--- config.mk ---
export PLATFORM = sky130hd
export DESIGN_NAME = dcache_responder
export DESIGN_NICKNAME = d
export VERILOG_FILES = /design/src/rtl/cpu_types_pkg.sv /design/src/rtl/dcache_frame_array.sv /design/src/rtl/dcache_responder.sv
export SDC_FILE = /design/constraint.sdc
export NUM_CORES = 2
export LEC_CHECK = 0
export BUFFER_PORTS_ARGS = -buffer_cell sky130_fd_sc_hd__buf_2
export CORE_ASPECT_RATIO = 2
export CORE_UTILIZATION = 24
export CTS_CLUSTER_DIAMETER = 120
export CTS_CLUSTER_SIZE = 24
export DETAILED_ROUTE_END_ITERATION = 8
export HOLD_SLACK_MARGIN = 0.12
export MAX_ROUTING_LAYER = met4
export PLACE_DENSITY_LB_ADDON = 0.1
export SYNTH_ARGS = -nofsm -noshare
export SYNTH_HDL_FRONTEND = slang
export SYNTH_SLANG_ARGS = --single-unit
export TNS_END_PERCENT = 30
--- constraint.sdc ---
create_clock -name CLK -period 10.4 [get_ports CLK]
set_input_delay 0.52 -clock CLK [delete_from_list [all_inputs] [get_ports CLK]]
set_output_delay 0.52 -clock CLK [all_outputs]
set_load 0.03 [all_outputs]
--- src/rtl/cpu_types_pkg.sv ---
// Shared types for the data cache: address split, frame layout, FSM states.
// DCACHE_HIT_COUNT_EN adds the CNT state that writes the hit count after a flush.
package cpu_types_pkg;

  localparam int DBLK_WORDS = 2;
  localparam int DWAYS      = 2;
  localparam int DIDX_W     = 3;
  // Wide enough for the tag of the smallest legal cache (one set).
  localparam int DTAG_W     = 29;

  typedef logic [31:0] word_t;

  typedef struct packed {
    logic [31-3-DIDX_W:0] tag;
    logic [DIDX_W-1:0]    idx;
    logic                 blkoff;
    logic [1:0]           bytoff;
  } dcache_addr_t;

  typedef struct packed {
    logic                         valid;
    logic                         dirty;
    logic [DTAG_W-1:0]            tag;
    word_t [DBLK_WORDS-1:0]       data;
  } dcache_frame_t;

  typedef enum logic [3:0] {
    IDLE,
    WB0,
    WB1,
    LD0,
    LD1,
    FLUSH0,
    FLUSH1,
`ifdef DCACHE_HIT_COUNT_EN
    CNT,
`endif
    DONE
  } dcache_state_t;

endpackage

--- src/rtl/dcache_frame_array.sv ---
// Two-way frame storage with per-set LRU bits: synchronous writes and a
// combinational lookup returning both frames of a set plus hit/way-select.
module dcache_frame_array
  import cpu_types_pkg::*;
#(
  parameter int SETS = 8
) (
  input  logic                    clk,
  input  logic                    rst,
  input  logic [$clog2(SETS)-1:0] rd_idx,
  input  logic [DTAG_W-1:0]       rd_tag,
  output dcache_frame_t           rd_frame0,
  output dcache_frame_t           rd_frame1,
  output logic                    rd_lru,
  output logic                    hit,
  output logic                    hit_way,
  input  logic                    wr_en,
  input  logic                    wr_way,
  input  logic [$clog2(SETS)-1:0] wr_idx,
  input  dcache_frame_t           wr_frame,
  input  logic                    lru_we,
  input  logic [$clog2(SETS)-1:0] lru_idx,
  input  logic                    lru_val
);

  dcache_frame_t   frames_q [DWAYS][SETS];
  logic [SETS-1:0] lru_q;
  logic            hit0, hit1;

  // Reset only clears the control bits; tags and data are don't-care while invalid.
  always_ff @(posedge clk) begin
    if (rst) begin
      lru_q <= '0;
      for (int w = 0; w < DWAYS; w++) begin
        for (int s = 0; s < SETS; s++) begin
          frames_q[w][s].valid <= 1'b0;
          frames_q[w][s].dirty <= 1'b0;
        end
      end
    end else begin
      if (wr_en) frames_q[wr_way][wr_idx] <= wr_frame;
      if (lru_we) lru_q[lru_idx] <= lru_val;
    end
  end

  assign rd_frame0 = frames_q[1'b0][rd_idx];
  assign rd_frame1 = frames_q[1'b1][rd_idx];
  assign rd_lru    = lru_q[rd_idx];
  assign hit0      = rd_frame0.valid && (rd_frame0.tag == rd_tag);
  assign hit1      = rd_frame1.valid && (rd_frame1.tag == rd_tag);
  assign hit       = hit0 | hit1;
  assign hit_way   = hit1 & ~hit0;

endmodule

--- src/rtl/dcache_responder.sv ---
// 2-way write-back data cache between pipeline and memory controller, with halt flush.
// DCACHE_HIT_COUNT_EN: count IDLE hits and write the count to HIT_CNT_ADDR after the flush.
module dcache_responder
  import cpu_types_pkg::*;
#(
  parameter int          SETS         = 8,
  parameter logic [31:0] HIT_CNT_ADDR = 32'h0000_3100
) (
  input  logic        CLK,
  input  logic        RST,
  input  logic        halt,
  input  logic        dmemREN,
  input  logic        dmemWEN,
  input  logic [31:0] dmemaddr,
  input  logic [31:0] dmemstore,
  output logic        dhit,
  output logic [31:0] dmemload,
  output logic        flushed,
  output logic        dREN,
  output logic        dWEN,
  output logic [31:0] daddr,
  output logic [31:0] dstore,
  input  logic [31:0] dload,
  input  logic        dwait
);

  localparam int IDX_W = $clog2(SETS);
`ifdef DCACHE_HIT_COUNT_EN
  localparam dcache_state_t FLUSH_END = CNT;
`else
  localparam dcache_state_t FLUSH_END = DONE;
`endif

  dcache_state_t     state_q, state_d;
  logic              victim_q, victim_d;
  logic [IDX_W:0]    fptr_q, fptr_d;
`ifdef DCACHE_HIT_COUNT_EN
  word_t             hit_cnt_q, hit_cnt_d;
`endif
  dcache_addr_t      req_a;
  logic [IDX_W-1:0]  req_idx, fidx, rd_idx, wr_idx, lru_idx;
  logic [DTAG_W-1:0] req_tag;
  logic              blkoff, fway, is_req, flushing;
  dcache_frame_t     f0, f1, vic_frame, hit_frame, fl_frame, lru_frame, wr_frame;
  logic              rd_lru, hit, hit_way, wr_en, wr_way, lru_we, lru_val;
  logic              unused_bits;

  function automatic logic [31:0] blk_addr(input logic [DTAG_W-1:0] tag,
                                           input logic [IDX_W-1:0] idx,
                                           input logic off);
    blk_addr = ({3'b000, tag} << (3 + IDX_W)) | (32'(idx) << 3) | (32'(off) << 2);
  endfunction

  assign req_a       = dmemaddr;
  assign blkoff      = req_a.blkoff;
  assign unused_bits = ^{req_a.bytoff, req_a.tag, req_a.idx};
  assign req_idx     = dmemaddr[3 +: IDX_W];
  assign req_tag     = DTAG_W'(dmemaddr >> (3 + IDX_W));
  assign fidx        = fptr_q[IDX_W:1];
  assign fway        = fptr_q[0];
  assign is_req      = dmemREN | dmemWEN;
  assign flushing    = (state_q == FLUSH0) || (state_q == FLUSH1);
  assign rd_idx      = flushing ? fidx : req_idx;
  assign vic_frame   = victim_q ? f1 : f0;
  assign hit_frame   = hit_way ? f1 : f0;
  assign fl_frame    = fway ? f1 : f0;
  assign lru_frame   = rd_lru ? f1 : f0;
  assign flushed     = (state_q == DONE);

  dcache_frame_array #(.SETS(SETS)) u_frames (
    .clk      (CLK),
    .rst      (RST),
    .rd_idx   (rd_idx),
    .rd_tag   (req_tag),
    .rd_frame0(f0),
    .rd_frame1(f1),
    .rd_lru   (rd_lru),
    .hit      (hit),
    .hit_way  (hit_way),
    .wr_en    (wr_en),
    .wr_way   (wr_way),
    .wr_idx   (wr_idx),
    .wr_frame (wr_frame),
    .lru_we   (lru_we),
    .lru_idx  (lru_idx),
    .lru_val  (lru_val)
  );

  always_ff @(posedge CLK) begin
    if (RST) begin
      state_q   <= IDLE;
      victim_q  <= 1'b0;
      fptr_q    <= '0;
`ifdef DCACHE_HIT_COUNT_EN
      hit_cnt_q <= '0;
`endif
    end else begin
      state_q   <= state_d;
      victim_q  <= victim_d;
      fptr_q    <= fptr_d;
`ifdef DCACHE_HIT_COUNT_EN
      hit_cnt_q <= hit_cnt_d;
`endif
    end
  end

  always_comb begin
    state_d   = state_q;
    victim_d  = victim_q;
    fptr_d    = fptr_q;
`ifdef DCACHE_HIT_COUNT_EN
    hit_cnt_d = hit_cnt_q;
`endif
    dhit      = 1'b0;
    dmemload  = '0;
    dREN      = 1'b0;
    dWEN      = 1'b0;
    daddr     = '0;
    dstore    = '0;
    wr_en     = 1'b0;
    wr_way    = victim_q;
    wr_idx    = req_idx;
    wr_frame  = vic_frame;
    lru_we    = 1'b0;
    lru_idx   = req_idx;
    lru_val   = 1'b0;
    unique case (state_q)
      IDLE: begin
        if (halt) begin
          fptr_d  = '0;
          state_d = FLUSH0;
        end else if (is_req && hit) begin
          dhit    = 1'b1;
          lru_we  = 1'b1;
          lru_val = ~hit_way;
`ifdef DCACHE_HIT_COUNT_EN
          hit_cnt_d = hit_cnt_q + 32'd1;
`endif
          // A simultaneous read and write is serviced as the write.
          if (dmemWEN) begin
            wr_en                 = 1'b1;
            wr_way                = hit_way;
            wr_frame              = hit_frame;
            wr_frame.data[blkoff] = dmemstore;
            wr_frame.dirty        = 1'b1;
          end else begin
            dmemload = hit_frame.data[blkoff];
          end
        end else if (is_req) begin
          victim_d = rd_lru;
          state_d  = (lru_frame.valid && lru_frame.dirty) ? WB0 : LD0;
        end
      end
      WB0, WB1: begin
        dWEN   = 1'b1;
        daddr  = blk_addr(vic_frame.tag, req_idx, state_q == WB1);
        dstore = vic_frame.data[state_q == WB1];
        if (!dwait) state_d = (state_q == WB1) ? LD0 : WB1;
      end
      LD0: begin
        dREN  = 1'b1;
        daddr = blk_addr(req_tag, req_idx, 1'b0);
        if (!dwait) begin
          wr_en            = 1'b1;
          wr_frame.data[0] = dload;
          wr_frame.valid   = 1'b0;
          wr_frame.dirty   = 1'b0;
          state_d          = LD1;
        end
      end
      LD1: begin
        dREN  = 1'b1;
        daddr = blk_addr(req_tag, req_idx, 1'b1);
        if (!dwait) begin
          wr_en            = 1'b1;
          wr_frame.data[1] = dload;
          wr_frame.tag     = req_tag;
          wr_frame.valid   = 1'b1;
          wr_frame.dirty   = 1'b0;
          state_d          = IDLE;
        end
      end
      FLUSH0, FLUSH1: begin
        if (fl_frame.valid && fl_frame.dirty) begin
          dWEN   = 1'b1;
          daddr  = blk_addr(fl_frame.tag, fidx, state_q == FLUSH1);
          dstore = fl_frame.data[state_q == FLUSH1];
        end
        // Clean frames and a completed second word both advance the pointer.
        if (!(fl_frame.valid && fl_frame.dirty) || (state_q == FLUSH1 && !dwait)) begin
          if (state_q == FLUSH1) begin
            wr_en          = 1'b1;
            wr_way         = fway;
            wr_idx         = fidx;
            wr_frame       = fl_frame;
            wr_frame.dirty = 1'b0;
          end
          if (fptr_q == '1) begin
            state_d = FLUSH_END;
          end else begin
            fptr_d  = fptr_q + 1'b1;
            state_d = FLUSH0;
          end
        end else if (!dwait) begin
          state_d = FLUSH1;
        end
      end
`ifdef DCACHE_HIT_COUNT_EN
      CNT: begin
        dWEN   = 1'b1;
        daddr  = HIT_CNT_ADDR;
        dstore = hit_cnt_q;
        if (!dwait) state_d = DONE;
      end
`endif
      DONE: begin
        state_d = DONE;
      end
      default: state_d = IDLE;
    endcase
  end

endmodule

; ---- Yosys cells after proc, flatten, opt, wreduce, memory -nomap -nowiden
; Memories as Yosys holds them, arrays and structs flattened.
; Index checks and enable logic that the tools add are counted.
[classes]
n_eq_ne = 19
n_addsub = 1
bitwise = 14
n_reduce_logical = 22
n_mux = 95
order_cmp = 10
[op_table]
columns = operator, count
row1 = $mux W760, 3
row2 = $mux W95, 14
row3 = $reduce_or A760 Y1, 1
row4 = $bmux W95 S3, 2
row5 = $mux W32, 14
row6 = $demux W95 S3, 1
row7 = $pmux W61 S3, 1
row8 = $pmux W32 S4, 1
row9 = $or A32 B6 Y32, 3
row10 = $pmux W32 S3, 1
row11 = $bwmux W64, 1
row12 = $or A32 B3 Y32, 2
row13 = $pmux W32 S2, 1
row14 = $mux W63, 1
row15 = $eq A29 B26 Y1, 2
row16 = $mux W4, 11
row17 = $demux W32 S1, 1
row18 = $mux W1, 27
row19 = $pmux W4 S6, 1
row20 = $eq A4 B3 Y1 const B, 4
row21 = $mux W3, 4
row22 = $ne A2 B2 Y1 const B, 6
row23 = $logic_and A1 B1 Y1, 9
row24 = $ne A3 B3 Y1 const B, 3
row25 = other kinds (29), 47
[word_totals]
ff_bits = 17
ramBits = 1520
inputBits = 102
elab_cells = 166
n_memories = 1
output_inout_bits = 100
[mem_list]
columns = name, words, width, rd, rd_clocked_by_memory_dff, wr, line_no
row1 = u_frames.frames_q, 2, 760, 2, 0, 2, dcache_frame_array.sv:26  ; dcache_frame_t frames_q [DWAYS][SETS];

; ---- Depth between registers and ports, before layout
[depth]
word_depth = 21
mapped_depth = 21
ltp_nobuf = 12

; ---- Cells and area by module
; From an unflattened synthesis, not the netlist that was laid out.
[unflattened]
cells_unflattened = 3846
hier_area_um2 = 68459.4
[by_module_without_submodules]
columns = module, seq_area_each_um2, instances, cells_per_inst, area_per_inst_um2
row1 = dcache_frame_array, 45803.9, 1, 2650, 59239.3
row2 = dcache_responder, 160.2, 1, 1196, 9220.1

; ---- Worst setup path after synthesis
; No wires, ideal clock.
[synth_timing]
kind = input -> register
startpoint = in dmemaddr[3]
endpoint = mem u_frames.frames_q[0][378] (netlist name), enable pin
stages = 17
setup_ns = 0.315
arrival_time_ns = 9.241
required_ns = 10.085
path_slack_ns = 0.844
path_buffers = 6
path_cell_list = clkbuf_1 -> buf_4 -> buf_4 -> buf_2 -> buf_2 -> mux2i_1 -> xor2_1 -> nor2_1 -> a21oi_1 -> nand4_1 -> or4_1 -> or2_1 -> buf_2 -> a21oi_4 -> o21ai_1 -> nor4b_2 -> or2_1
[synth_rtl]
columns = element, line_no
row1 = from (decl), dcache_responder.sv:14  ; input logic [31:0] dmemaddr,
row2 = to (decl), dcache_frame_array.sv:26

; ---- Worst setup path in the final report
[layout_timing]
startpoint = reg state_q[0]
endpoint = out dmemload[1]
[layout_between]
elab_chain_cells = 18
elab_cells_between_ends = 27
cone_classes = eq/ne (4) / mux (14) / bitwise (4) / reduce/logical (5)
[layout_rtl]
columns = element, line_no
row1 = from (decl), dcache_responder.sv:34  ; dcache_state_t state_q, state_d;
row2 = from (signal assigned), dcache_responder.sv:98  ; state_q <= state_d;
row3 = $eq A4 B3 Y1, dcache_responder.sv:62  ; assign flushing = (state_q == FLUSH0) || (state_q == FLUSH1);
row4 = $logic_or A1 B1 Y1, dcache_responder.sv:62
row5 = $mux W3, dcache_responder.sv:63  ; assign rd_idx = flushing ? fidx : req_idx;
row6 = $not A3 Y4 (implied by the code), "dcache_frame_array.sv:46, dcache_frame_array.sv:47"
row7 = $bmux W95 S3, dcache_frame_array.sv:46  ; assign rd_frame0 = frames_q[1'b0][rd_idx];
row8 = $mux W95 (implied by the code) (2 in series), dcache_frame_array.sv:46
row9 = $eq A29 B26 Y1, dcache_frame_array.sv:49  ; assign hit0 = rd_frame0.valid && (rd_frame0.tag == rd_tag);
row10 = $logic_and A1 B1 Y1, dcache_frame_array.sv:49
row11 = $not A1 Y1, dcache_frame_array.sv:52  ; assign hit_way = hit1 & ~hit0;
row12 = $and A1 B1 Y1, dcache_frame_array.sv:52
row13 = $mux W95, dcache_responder.sv:65  ; assign hit_frame = hit_way ? f1 : f0;
row14 = $mux W32 (implied by the code) (2 in series), dcache_responder.sv:147  ; dmemload = hit_frame.data[blkoff];
row15 = $mux W32, dcache_responder.sv:140  ; if (dmemWEN) begin
row16 = $mux W32, dcache_responder.sv:132  ; end else if (is_req && hit) begin
row17 = $mux W32, dcache_responder.sv:129  ; if (halt) begin
row18 = $mux W32 *, dcache_responder.sv:127  ; unique case (state_q)
row19 = to (decl), dcache_responder.sv:17  ; output logic [31:0] dmemload,
; Mark *: on every way between the ends. The rest lies on a longest branch, timed or not. The select of a mux whose other input is x is not followed.

==> flow_summary.toml <==
[placed_design]
place_congestion = 0.896
io_buffers = 197
hpwlAfterDp_um = 213000

[job]
max_cap_violations = 0

[clocking]
clk_path_buf_depth = 3
clock_latency_ns = 0.78
cts-resized-gates = 0
postCtsSetupBuffers = 0
cts-htree-levels = 3
cts_made_buffers = 74
cts_num_sinks = 1536
path_clk_slew_ns = 0.12
root_buffer = "clkbuf_16"
cts_tree = "built"
cts_hold_buf = 0

[setup_path]
cp-start-kind = "flop"
cpPeakStageDelay_ns = 0.93
r2r_cells = 15
arrival_ns = 8.11
worst_path_max_delay_cell = "a311oi_1"
crit_fanout = 26
crit_type = "flop to primary output"
path_common_cell = "buf_4"
reg2reg_to = "u_frames.frames_q[1][258]$_DFFE_PP_"
required_ns = 9.88
rr_startpoint = "state_q[0]$_SDFFE_PP0P_"
critPathCaptureType = "primary output"
r2r_slack_ns = 2.20
crit_chain = "xor2_4 > buf_4 > and3_1 > nor2_4 > buf_4 > a311oi_1 > xor2_1 > nand4_1 > or4_1 > a311oi_4 > buf_4 > mux2i_1 > nor2_1 > o21a_1 > buf_2"

[synthesis]
synth_area_leaders = "edfxtp_1 61%, nand2_1 5.7%, mux4_2 5.5%"
synth.avg_cell_area_um2 = 12.3
ys_top_cells_by_count = "1520 x edfxtp_1, 1136 x nand2_1, 502 x nand3_1"
syn_area_mm2 = 0.0744
yosysSeqAreaShare = 0.618
ys_warn_count = 0
yosys.cell_types.count = 91
async_flop_share = 0
ys_ff_latch = 1536
ys.flop_type = "edfxtp_1"
yosys.area.top_type_share = 0.614
synth_most_common_cell = "edfxtp_1"
synthCells = 6027
yosysTopAreaCell = "edfxtp_1"
synth_edf_count = 1520

[floorplan]
design.core.area_mm2 = 0.308
num_rows = 288
die-area_mm2 = 0.312
die_y_um = 789
start_util = 0.242
die-width_um = 396
io_pins = 202

[detailed_routing]
finalWirelength_um = 340000
firstDrtPassIters = 6
vias = 54500
vias_per_cell = 5.34
drt_iter0_drc = 5088
detail_route.wl_per_cell_um = 33.3
drc = 0
final_antenna_net_count = 0

[global_route]
grt_max_degree = 137
grt_usage = 0.218
grt_pass1_wl_um = 463000
grt_pass1_vias = 54400
antenna_found_initial = 29
grt-ovfl-total = 0

[sta]
hold_slack_ns = 0.176
max_clock_freq_mhz = 116
fin_setup_tns_ns = 0
timing.final.crit_share = 0.830
maxSlewViolCount = 0
max_slew_margin = 0.0616
rsz0062_at_grt = "no"
period_minus_slack_ns = 8.63
finalHoldViolCount = 0
fin_skew_ns = 0.0523
final-setup-viol-count = 0
worst_slew_pin_slew_ns = 1.40

[hold_path]
hold_end = "victim_q$_SDFFE_PP0P_"
hp-start = "RST"
min_path_type = "input port to flop"
min_path_cells = 2

[pwr]
power.total_mw = 16.6
ir_drop_uv = 162
p_per_area_mw_per_mm2 = 198
leakage_nw = 28.2

[final_layout]
syn_to_final_growth_pct = 13.1
nets = 6219
drive_gt1_frac = 0.157
post-route-util = 0.273

[outcome]
status = "finished clean"
stage by stage:
stage               cell area, um^2  instances  setup slack (ns)
finish                        84100      10200              1.77
global route                  84100      10200              1.57
CTS                           84100      10200              1.81
detailed placement            82000      10100              2.38
global placement              82000      10100              2.45
floorplan                     74400       6028             0.844
power breakdown:
part	switching (mW)	internal, mW
registers	0.0793	6.94
logic	4.52	1.57
clock network	2.16	1.36
total	6.76	9.87
worst max-delay path by stage:
stage,startpoint,to,slack (ns),depth (start not counted)
6_report,state_q[0]$_SDFFE_PP0P_,dmemload[1],1.77,15
5_1_grt,state_q[0]$_SDFFE_PP0P_,dmemload[1],1.57,14
4_1_cts,state_q[0]$_SDFFE_PP0P_,dmemload[1],1.81,15
3_5_place_dp,state_q[0]$_SDFFE_PP0P_,u_frames.frames_q[1][258]$_DFFE_PP_,2.38,15
3_3_place_gp,state_q[0]$_SDFFE_PP0P_,u_frames.frames_q[1][258]$_DFFE_PP_,2.45,15
2_1_floorplan,dmemaddr[3],u_frames.frames_q[0][378]$_SDFFCE_PN0P_,0.84,17
registers in the layout (all words and copies together) (netlist names):
| name | cells |
|---|---|
| fptr_q | 4 |
| state_q | 3 |
| u_frames.frames_q | 1520 |
| u_frames.lru_q | 8 |
| victim_q | 1 |
kinds of logic after synthesis:
logic type | after synthesis | synth area share
other | 1 | 0.0000504
adder cells (fa/ha/maj) | 3 | 0.000707
XOR/XNOR | 51 | 0.00621
buffers and inverters | 531 | 0.0292
AO/OA/AOI/OAI | 1190 | 0.115
flip-flops | 1536 | 0.618
multiplexers | 522 | 0.101
AND/OR/NAND/NOR | 2193 | 0.130
layout make-up:
| class | instances | area [um^2] |
|---|---|---|
| Sequential cell | 1536 | 46000 |
| Clock inverter | 9 | 149 |
| Inverter | 34 | 163 |
| Tap cell | 4060 | 5080 |
| Antenna cell | 9 | 22.5 |
| Fill cell | 32000 | 224000 |
| Timing Repair Buffer | 507 | 4140 |
| Multi-Input combinational cell | 3961 | 26700 |
| Clock buffer | 89 | 1940 |
critical path, delay by kind of cell (launching register included):
kind | cells | cell delay (ns)
DFF | 1 | 0.82
AOI/OAI and AO/OA | 3 | 2.01
buffers and inverters | 4 | 1.57
and+or+nand+nor | 5 | 1.50
muxes | 1 | 0.20
xor gates and xnor gates | 2 | 1.14
routing by layer:
metal,wire length [um],share of wire,track usage,vias up
met5,0,0,-,-
met4,15200,0.045,0.0849,0
met3,15200,0.045,0.0226,479
met2,174000,0.51,0.381,2044
met1,135000,0.40,0.255,28700
li1,-,-,-,23200
placed cells by master, fill, tap and decap left out, drive strengths merged, types with 19 or more instances in the layout:
cell	instances
nor2b	24
nand3	502
a222oi	21
edfxtp	1520
and3	139
nand2	1136
o22ai	20
nand4	20
a21oi	175
o21a	49
a22oi	40
mux2	36
inv	35
mux4	180
a22o	19
buf	506
a311oi	97
nand2b	19
a211oi	115
a31oi	64
clkbuf	90
nor2	256
o221ai	31
o22a	27
a21o	20
o21ai	198
o211ai	72
a31o	66
o2bb2ai	68
nor3	26
mux2i	306
xor2	33
(Power assumes the default switching activity.)
